[src/rtl/res_wr_port_if.sv]
// res_wr_port_if: 256-bit result word stream with valid/ready handshake
interface res_wr_port_if;
  logic [255:0] data_i;
  logic         data_valid;
  logic         data_ready;
  modport master (output data_i, data_valid, input data_ready);
  modport slave  (input data_i, data_valid, output data_ready);
endinterface

[src/rtl/res_wr_port.sv]
// res_wr_port: scatters 256-bit result words round-robin into four 128-bit bank pairs
module res_wr_port #(
  parameter logic [14:0] BASE_ADDR = 15'd0
) (
  input  logic          clk,
  input  logic          rst_n,
  input  logic          res_wr_port_start,
  input  logic [17:0]   res_len,
  res_wr_port_if.slave  bus,
  output logic          bwe_0,
  output logic          bwe_1,
  output logic          bwe_2,
  output logic          bwe_3,
  output logic          bwe_4,
  output logic          bwe_5,
  output logic          bwe_6,
  output logic          bwe_7,
  output logic [14:0]   bwaddr_0,
  output logic [14:0]   bwaddr_1,
  output logic [14:0]   bwaddr_2,
  output logic [14:0]   bwaddr_3,
  output logic [14:0]   bwaddr_4,
  output logic [14:0]   bwaddr_5,
  output logic [14:0]   bwaddr_6,
  output logic [14:0]   bwaddr_7,
  output logic [127:0]  bwdata_0,
  output logic [127:0]  bwdata_1,
  output logic [127:0]  bwdata_2,
  output logic [127:0]  bwdata_3,
  output logic [127:0]  bwdata_4,
  output logic [127:0]  bwdata_5,
  output logic [127:0]  bwdata_6,
  output logic [127:0]  bwdata_7,
  output logic          busy,
  output logic          done
);
  typedef enum logic [1:0] {IDLE, RUN, DONE} state_t;
  state_t state, state_nxt;
  logic [17:0] cnt, len;
  logic [7:0] we;
  logic [14:0] wa [8];
  logic [127:0] wd [8];
  logic start_ok, acc, last;
  logic [14:0] addr;
  assign start_ok = (state == IDLE) && res_wr_port_start;
  assign acc = bus.data_valid && bus.data_ready;
  assign last = cnt == len - 18'd1;
  assign addr = BASE_ADDR + cnt[16:2];
  // state register
  always_ff @(posedge clk or negedge rst_n)
    if (!rst_n) state <= IDLE;
    else state <= state_nxt;
  // next state and state-decoded outputs; a zero-length start skips straight to DONE
  always_comb begin
    state_nxt = state;
    if (start_ok) state_nxt = (res_len == 18'd0) ? DONE : RUN;
    else if (state == RUN && acc && last) state_nxt = DONE;
    else if (state == DONE) state_nxt = IDLE;
    bus.data_ready = state == RUN;
    busy = state != IDLE;
    done = state == DONE;
  end
  // word counter and latched length; length only captured on an accepted start
  always_ff @(posedge clk or negedge rst_n)
    if (!rst_n) begin
      cnt <= '0;
      len <= '0;
    end else if (start_ok) begin
      cnt <= '0;
      len <= res_len;
    end else if (acc) begin
      cnt <= cnt + 18'd1;
    end
  // one-cycle bank writes; unwritten banks keep their last address and data
  always_ff @(posedge clk or negedge rst_n)
    if (!rst_n) begin
      we <= '0;
      for (int b = 0; b < 8; b++) begin
        wa[b] <= '0;
        wd[b] <= '0;
      end
    end else begin
      we <= acc ? 8'(8'b11 << {cnt[1:0], 1'b0}) : 8'd0;
      for (int b = 0; b < 8; b++)
        if (acc && cnt[1:0] == 2'(b / 2)) begin
          wa[b] <= addr;
          wd[b] <= (b % 2 == 1) ? bus.data_i[255:128] : bus.data_i[127:0];
        end
    end
  assign {bwe_7, bwe_6, bwe_5, bwe_4, bwe_3, bwe_2, bwe_1, bwe_0} = we;
  assign bwaddr_0 = wa[0];
  assign bwaddr_1 = wa[1];
  assign bwaddr_2 = wa[2];
  assign bwaddr_3 = wa[3];
  assign bwaddr_4 = wa[4];
  assign bwaddr_5 = wa[5];
  assign bwaddr_6 = wa[6];
  assign bwaddr_7 = wa[7];
  assign bwdata_0 = wd[0];
  assign bwdata_1 = wd[1];
  assign bwdata_2 = wd[2];
  assign bwdata_3 = wd[3];
  assign bwdata_4 = wd[4];
  assign bwdata_5 = wd[5];
  assign bwdata_6 = wd[6];
  assign bwdata_7 = wd[7];
endmodule

[src/flat_wrapper.sv]
// flat-port wrapper written by rule: the top's interface ports become plain ports
module res_wr_port_flat 
#(
  parameter logic [14:0] BASE_ADDR = 15'd0
)
  (clk, rst_n, res_wr_port_start, res_len, bwe_0, bwe_1, bwe_2, bwe_3, bwe_4, bwe_5, bwe_6, bwe_7, bwaddr_0, bwaddr_1, bwaddr_2, bwaddr_3, bwaddr_4, bwaddr_5, bwaddr_6, bwaddr_7, bwdata_0, bwdata_1, bwdata_2, bwdata_3, bwdata_4, bwdata_5, bwdata_6, bwdata_7, busy, done, bus_data_i, bus_data_valid, bus_data_ready);
  res_wr_port_if bus_i ();
  input  logic clk;
  input  logic rst_n;
  input  logic res_wr_port_start;
  input  logic [17:0] res_len;
  output logic bwe_0;
  output logic bwe_1;
  output logic bwe_2;
  output logic bwe_3;
  output logic bwe_4;
  output logic bwe_5;
  output logic bwe_6;
  output logic bwe_7;
  output logic [14:0] bwaddr_0;
  output logic [14:0] bwaddr_1;
  output logic [14:0] bwaddr_2;
  output logic [14:0] bwaddr_3;
  output logic [14:0] bwaddr_4;
  output logic [14:0] bwaddr_5;
  output logic [14:0] bwaddr_6;
  output logic [14:0] bwaddr_7;
  output logic [127:0] bwdata_0;
  output logic [127:0] bwdata_1;
  output logic [127:0] bwdata_2;
  output logic [127:0] bwdata_3;
  output logic [127:0] bwdata_4;
  output logic [127:0] bwdata_5;
  output logic [127:0] bwdata_6;
  output logic [127:0] bwdata_7;
  output logic busy;
  output logic done;
  input wire logic [$bits(bus_i.data_i)-1:0] bus_data_i;
  input wire logic [$bits(bus_i.data_valid)-1:0] bus_data_valid;
  output wire logic [$bits(bus_i.data_ready)-1:0] bus_data_ready;
  assign bus_i.data_i = bus_data_i;
  assign bus_i.data_valid = bus_data_valid;
  assign bus_data_ready = bus_i.data_ready;
  res_wr_port #(.BASE_ADDR(BASE_ADDR)) u_core (.clk(clk), .rst_n(rst_n), .res_wr_port_start(res_wr_port_start), .res_len(res_len), .bus(bus_i), .bwe_0(bwe_0), .bwe_1(bwe_1), .bwe_2(bwe_2), .bwe_3(bwe_3), .bwe_4(bwe_4), .bwe_5(bwe_5), .bwe_6(bwe_6), .bwe_7(bwe_7), .bwaddr_0(bwaddr_0), .bwaddr_1(bwaddr_1), .bwaddr_2(bwaddr_2), .bwaddr_3(bwaddr_3), .bwaddr_4(bwaddr_4), .bwaddr_5(bwaddr_5), .bwaddr_6(bwaddr_6), .bwaddr_7(bwaddr_7), .bwdata_0(bwdata_0), .bwdata_1(bwdata_1), .bwdata_2(bwdata_2), .bwdata_3(bwdata_3), .bwdata_4(bwdata_4), .bwdata_5(bwdata_5), .bwdata_6(bwdata_6), .bwdata_7(bwdata_7), .busy(busy), .done(done));
endmodule
[config.mk]
export PLATFORM = sky130hd
export DESIGN_NAME = res_wr_port_flat
export DESIGN_NICKNAME = d
export VERILOG_FILES = /design/src/rtl/res_wr_port_if.sv /design/src/rtl/res_wr_port.sv /design/src/flat_wrapper.sv
export SDC_FILE = /design/constraint.sdc
export NUM_CORES = 2
export LEC_CHECK = 0
export CAP_MARGIN = 20
export CORE_AREA = 3 3 561 563
export CTS_BUF_LIST = sky130_fd_sc_hd__clkbuf_2 sky130_fd_sc_hd__clkbuf_4 sky130_fd_sc_hd__clkbuf_8
export DETAILED_ROUTE_END_ITERATION = 6
export DIE_AREA = 0 0 564 566
export PLACE_DENSITY = 0.45
export SLEW_MARGIN = 20
export SYNTH_ARGS = -nofsm -noshare
export SYNTH_HDL_FRONTEND = slang
export SYNTH_SLANG_ARGS = --single-unit
[constraint.sdc]
create_clock -name clk -period 2.5 [get_ports clk]
set_input_delay 0.375 -clock clk [delete_from_list [all_inputs] [get_ports clk]]
set_output_delay 0.375 -clock clk [all_outputs]
set_load 0.01 [all_outputs]
Word-level counts from Yosys, hierarchy flattened
Cells that the tools add are included. Widths: inputs -> output; s select.

Multiplexer cells: 7. $add $sub $neg: 2. Reduce and logical (&&, ||, !) cells: 14. Shift operators: 1. Equality and inequality tests: 6.

Operator list (number): $mux 18 (2); $add 18x1->18 const B (1); $eq 18x18->1 (1); $logic_not 18->1 (1); $sub 18x1->18 const B (1); $logic_and 1x1->1 (8); $mux 2 (4); $mux 8 (1); $shl 2x3->8 const A (1); $eq 2x2->1 const B (3); $eq 2x1->1 const B (2); $logic_not 2->1 (2); $reduce_bool 2->1 (2); $reduce_bool 3->1 (1).

Bits in registers: 1130. Bits of input ports: 278. Output and inout port bits: 1155.

Depth between registers and ports, before layout
Word-level depth: 6. Gate-level depth with buffers: 10. Depth with buffers taken out: 9.

Least setup slack after synthesis
No wires, ideal clock.

Kind: flip-flop to flip-flop. Start point: reg u_core.len[0]. End point: reg u_core.state[0]. Buffers on the path: 1. Arrival time: 2427 ps. Path slack: -48 ps. Cell stages (with the launch flop): 11. Library setup time: 121 ps. Period minus slack after synthesis: 2548 ps. Cells stage by stage: dfrtp_1 > inv_1 > ha_1 > or4b_1 > clkbuf_1 > nor4_2 > xor2_1 > a31oi_1 > a2111oi_4 > nand4_1 > a22o_1.

Cells in the longest elaborated chain, start to end: 5. Elaborated cells between the ends (all ways): 6. Those cells by class: add/sub: 1; eq/ne: 1; mux: 2; reduce/logical: 2.

Ends and longest elaborated chain: start, declared (line res_wr_port.sv:39) `logic [17:0] cnt, len;`; start signal, assigned (line res_wr_port.sv:70) `len <= res_len;`; $sub 18x1->18 (*) (line res_wr_port.sv:47) `assign last = cnt == len - 18'd1;`; $eq 18x18->1 (*) (line res_wr_port.sv:47); $logic_and 1x1->1 (*) (line res_wr_port.sv:57) `else if (state == RUN && acc && last) state_nxt = DONE;`; $mux 2 (line res_wr_port.sv:57); $mux 2 (line res_wr_port.sv:56) `if (start_ok) state_nxt = (res_len == 18'd0) ? DONE : RUN;`; end signal, assigned (line res_wr_port.sv:52) `else state <= state_nxt;`; end, declared (line res_wr_port.sv:38) `state_t state, state_nxt;`.

Every way passes the cells marked *; elsewhere a longest branch is shown, timed or not. A chain may end at the register's enable or synchronous reset.

Worst setup path after layout
Start point: reg u_core.len[1]. End point: reg u_core.state[0].

The elaborated chain is that of the path after synthesis.

==> metrics.txt <==
Commonest cells post-synth=nand2_1, dfrtp_1, clkbuf_1; Vias=approximately 40000; Max Cap Viol=0; Yosys reg bits=1126; Die X=564 µm; Final Util=0.225; Die ar.=between 300000 and 400000 µm²; CTS Sinks=1126; Post-DP HPWL=roughly 190 mm; number of flops mapped to enable cells by yosys=0; antenna violations before repair=14; TritonCTS Buffers=roughly 220; CTS tree=done; 1st-pass router iterations=5; GRT overflow=0; worst setup path start=u_core.len[1]; Setup WS pre-CTS=-0.0683 ns; routability cong.=0.845; Seq/Total Area, Yosys=0.652; Die Ht=566 µm; RSZ-0062 raised after global routing=yes; status=finished, final reports clean; Post-Route WL=244 mm; cell row count=roughly 200; Rel. slew slack=0.501; post-route insts no fill=10900; Post-route DRC=0; Hold Fails Final Rpt=0; placeable core region=309000 µm²; placed cells=10400; post-synth net total=about 5200; final setup fails=0; count leader, synth=nand2_1; post-synthesis cell area=43200 µm²; share of the synthesized area in the top cell type=0.652; gr usage total=0.147; CP endpoint=u_core.state[0]; CP Capture Type=flip-flop; H-tree depth=4; crit-path cells=inv_2 > ha_4 > or4b_4 > nor4_4 > xor2_1 > a31oi_2 > a2111oi_4 > nand4_1 > a22o_1; period utilisation layout=0.986; share of layout cells above drive strength 1=0.108; Synth Flop Type=dfrtp_1; first-pass GRT wire length=336 mm; FF-to-FF End=u_core.state[0]; fraction of registers with async set/reset=1.00; IO Port Bufs=around 1400; R2R cell count=9; Final min period=approximately 2.5 ns; Syn. warnings=0; nets=slightly below 7000; Slew @ Worst Pin=between 0.7 and 0.8 ns; HP Start=res_len[6]; peak supply drop=0.688 mV; Max clock buf depth=4; Slowest-stage cell, CP=or4b_4; CP max FO=3; drt first-iter violations=3098; fin worst setup slack=approximately 0.036 ns; Worst setup SP type=flip-flop; largest net degree at the start of global routing=between 90 and 100; clock skew=0.0730 ns; Leak=roughly 34 nW; Vias/cell=about 3.7; distinct cell type count after synthesis=between 40 and 50; CTS Root Cell=clkbuf_8; max-slew violations=0; IO Count=about 1400; Mean Syn Cell Area=8.81 µm²; clk slew on worst S/H paths=0.06 ns; max incr delay on CP=roughly 0.48 ns; Mapped Cells=4908; top cells by area, synth=dfrtp_1, nand2_1, clkbuf_1, buf_4, xnor2_1; Req. time, crit path=3.30 ns; flop-to-flop setup slack=0.04 ns; Routed Antenna Nets=0; vias in the first global route=40900; R2R Path Start=u_core.len[1]; Initial Util=0.140; Layout Area Growth over Synthesis=60.7%; cell area power density=1290 nW/µm²; clk_lat worst skew=0.94 ns; area leader, netlist=dfrtp_1; fill cell count=33900; Post-Route Setup TNS=0 ns; drt wl/cell=22.4 µm; fmax=406 MHz; WS Path Type=flip-flop to flip-flop; hold crit path type=input pin to flip-flop; crit path DAT=3.27 ns
-- cell families after synthesis --
logic type | synth area share
xor gates and xnor gates | 0.00830
AOI/OAI and AO/OA | 0.00501
and+or+nand+nor | 0.295
buffers and inverters | 0.0353
adders and majority gates | 0.00145
DFF | 0.652
muxes | 0.00365
-- how the worst min path moves through the flow --
stage	endpoint	cells after the start
2_1_floorplan	u_core.bwaddr_0[0]	0
3_3_place_gp	u_core.bwdata_7[64]	1
3_5_place_dp	u_core.bwdata_7[23]	1
4_1_cts	u_core.bwdata_3[122]	3
5_1_grt	u_core.len[6]	2
6_report	u_core.len[6]	2
-- per-layer routing --
layer  routed length (µm)  part of all wire  global-route usage  up-vias
met3                22600             0.093              0.0505      276
met5                   20          0.000082                   0        -
li1                     -                 -                   -    18200
met2               114000              0.47               0.242     1642
met4                 6440             0.026              0.0408        2
met1               101000              0.41               0.181    19700
-- what timing repair did --
item / CTS / global route
endpoints found under the hold margin: 633 / 0
hold buffers: 63 / 0
gates resized for setup: 192 / 1
setup buffers: 13 / 0
endpoints found under the setup margin: 178 / 2
pin swaps: 8 / 0
-- placed cells by master (no fill, tap or decap), types with 3 or more instances in the layout --
| master | count |
|---|---|
| nor3_1 | 6 |
| dfrtp_2 | 23 |
| or4_4 | 3 |
| nand3_1 | 10 |
| inv_1 | 6 |
| dlygate4sd3_1 | 62 |
| dfrtp_1 | 1103 |
| nor2_1 | 30 |
| xor2_1 | 16 |
| clkbuf_8 | 266 |
| mux2_2 | 14 |
| and3_1 | 3 |
| o21ai_0 | 14 |
| clkbuf_4 | 70 |
| buf_12 | 72 |
| a21oi_1 | 3 |
| bufinv_16 | 6 |
| ha_1 | 4 |
| dlygate4sd2_1 | 143 |
| clkdlybuf4s50_1 | 1281 |
| buf_4 | 208 |
| clkinv_2 | 20 |
| nand4_1 | 8 |
| diode_2 | 11 |
| xnor2_1 | 25 |
| or3_1 | 3 |
| nand2_4 | 4 |
| clkinvlp_4 | 6 |
| nand2_1 | 3263 |
| inv_8 | 7 |
| nor4_1 | 5 |
-- state kept, by name, summed over array words and instances (netlist names) --
name             flops
u_core.bwdata_6    128
u_core.len          18
u_core.bwaddr_6     15
u_core.bwdata_4    128
u_core.bwaddr_0     15
u_core.bwaddr_2     15
u_core.bwdata_2    128
u_core.bwdata_0    128
u_core.bwdata_3    128
u_core.state         2
u_core.bwdata_7    128
u_core.we            4
u_core.bwdata_5    128
u_core.bwaddr_4     15
u_core.cnt          18
u_core.bwdata_1    128
-- worst max-delay path: cells and delay by family (launching register included) --
family	cells	cell delay, ns
AO/OA/AOI/OAI	3	0.71
AND/OR/NAND/NOR	3	0.81
adder cells (fa/ha/maj)	1	0.13
buffers and inverters	1	0.09
XOR/XNOR	1	0.19
flip-flops	1	0.39
-- area by class of cell --
cell class / count / area (µm²) / area share
sequential: 1126 / 28200 / 0.406
inverter: 12 / 75.1 / 0.00108
clock buffer: 336 / 4190 / 0.0602
multi-input combinational: 3445 / 13600 / 0.196
timing repair buffer: 1772 / 17800 / 0.256
tap: 4120 / 5150 / 0.0742
clock inverter: 41 / 457 / 0.00657
antenna: 11 / 27.5 / 0.000396
-- where the power goes --
part | switching [mW] | internal, mW | total (mW)
clock network | 8.69 | 11.3 | 20.0
registers | 4.93 | 26.1 | 31.1
logic | 20.6 | 17.9 | 38.5
total | 34.3 | 55.3 | 89.5
-- per-stage QoR --
stage | total power, mW | hold WS, ns | cell area, µm²
4_1_cts | 91.1 | 0.000383 | 69500
5_1_grt | 95.3 | 0.0302 | 69500
3_3_place_gp | 70.6 | 0.357 | 64200
6_report | 89.5 | 0.146 | 69500
2_1_floorplan | 43.8 | 0.0794 | 43300
3_5_place_dp | 70.8 | 0.366 | 64200
Note: power is estimated with default switching activity, not from simulation.
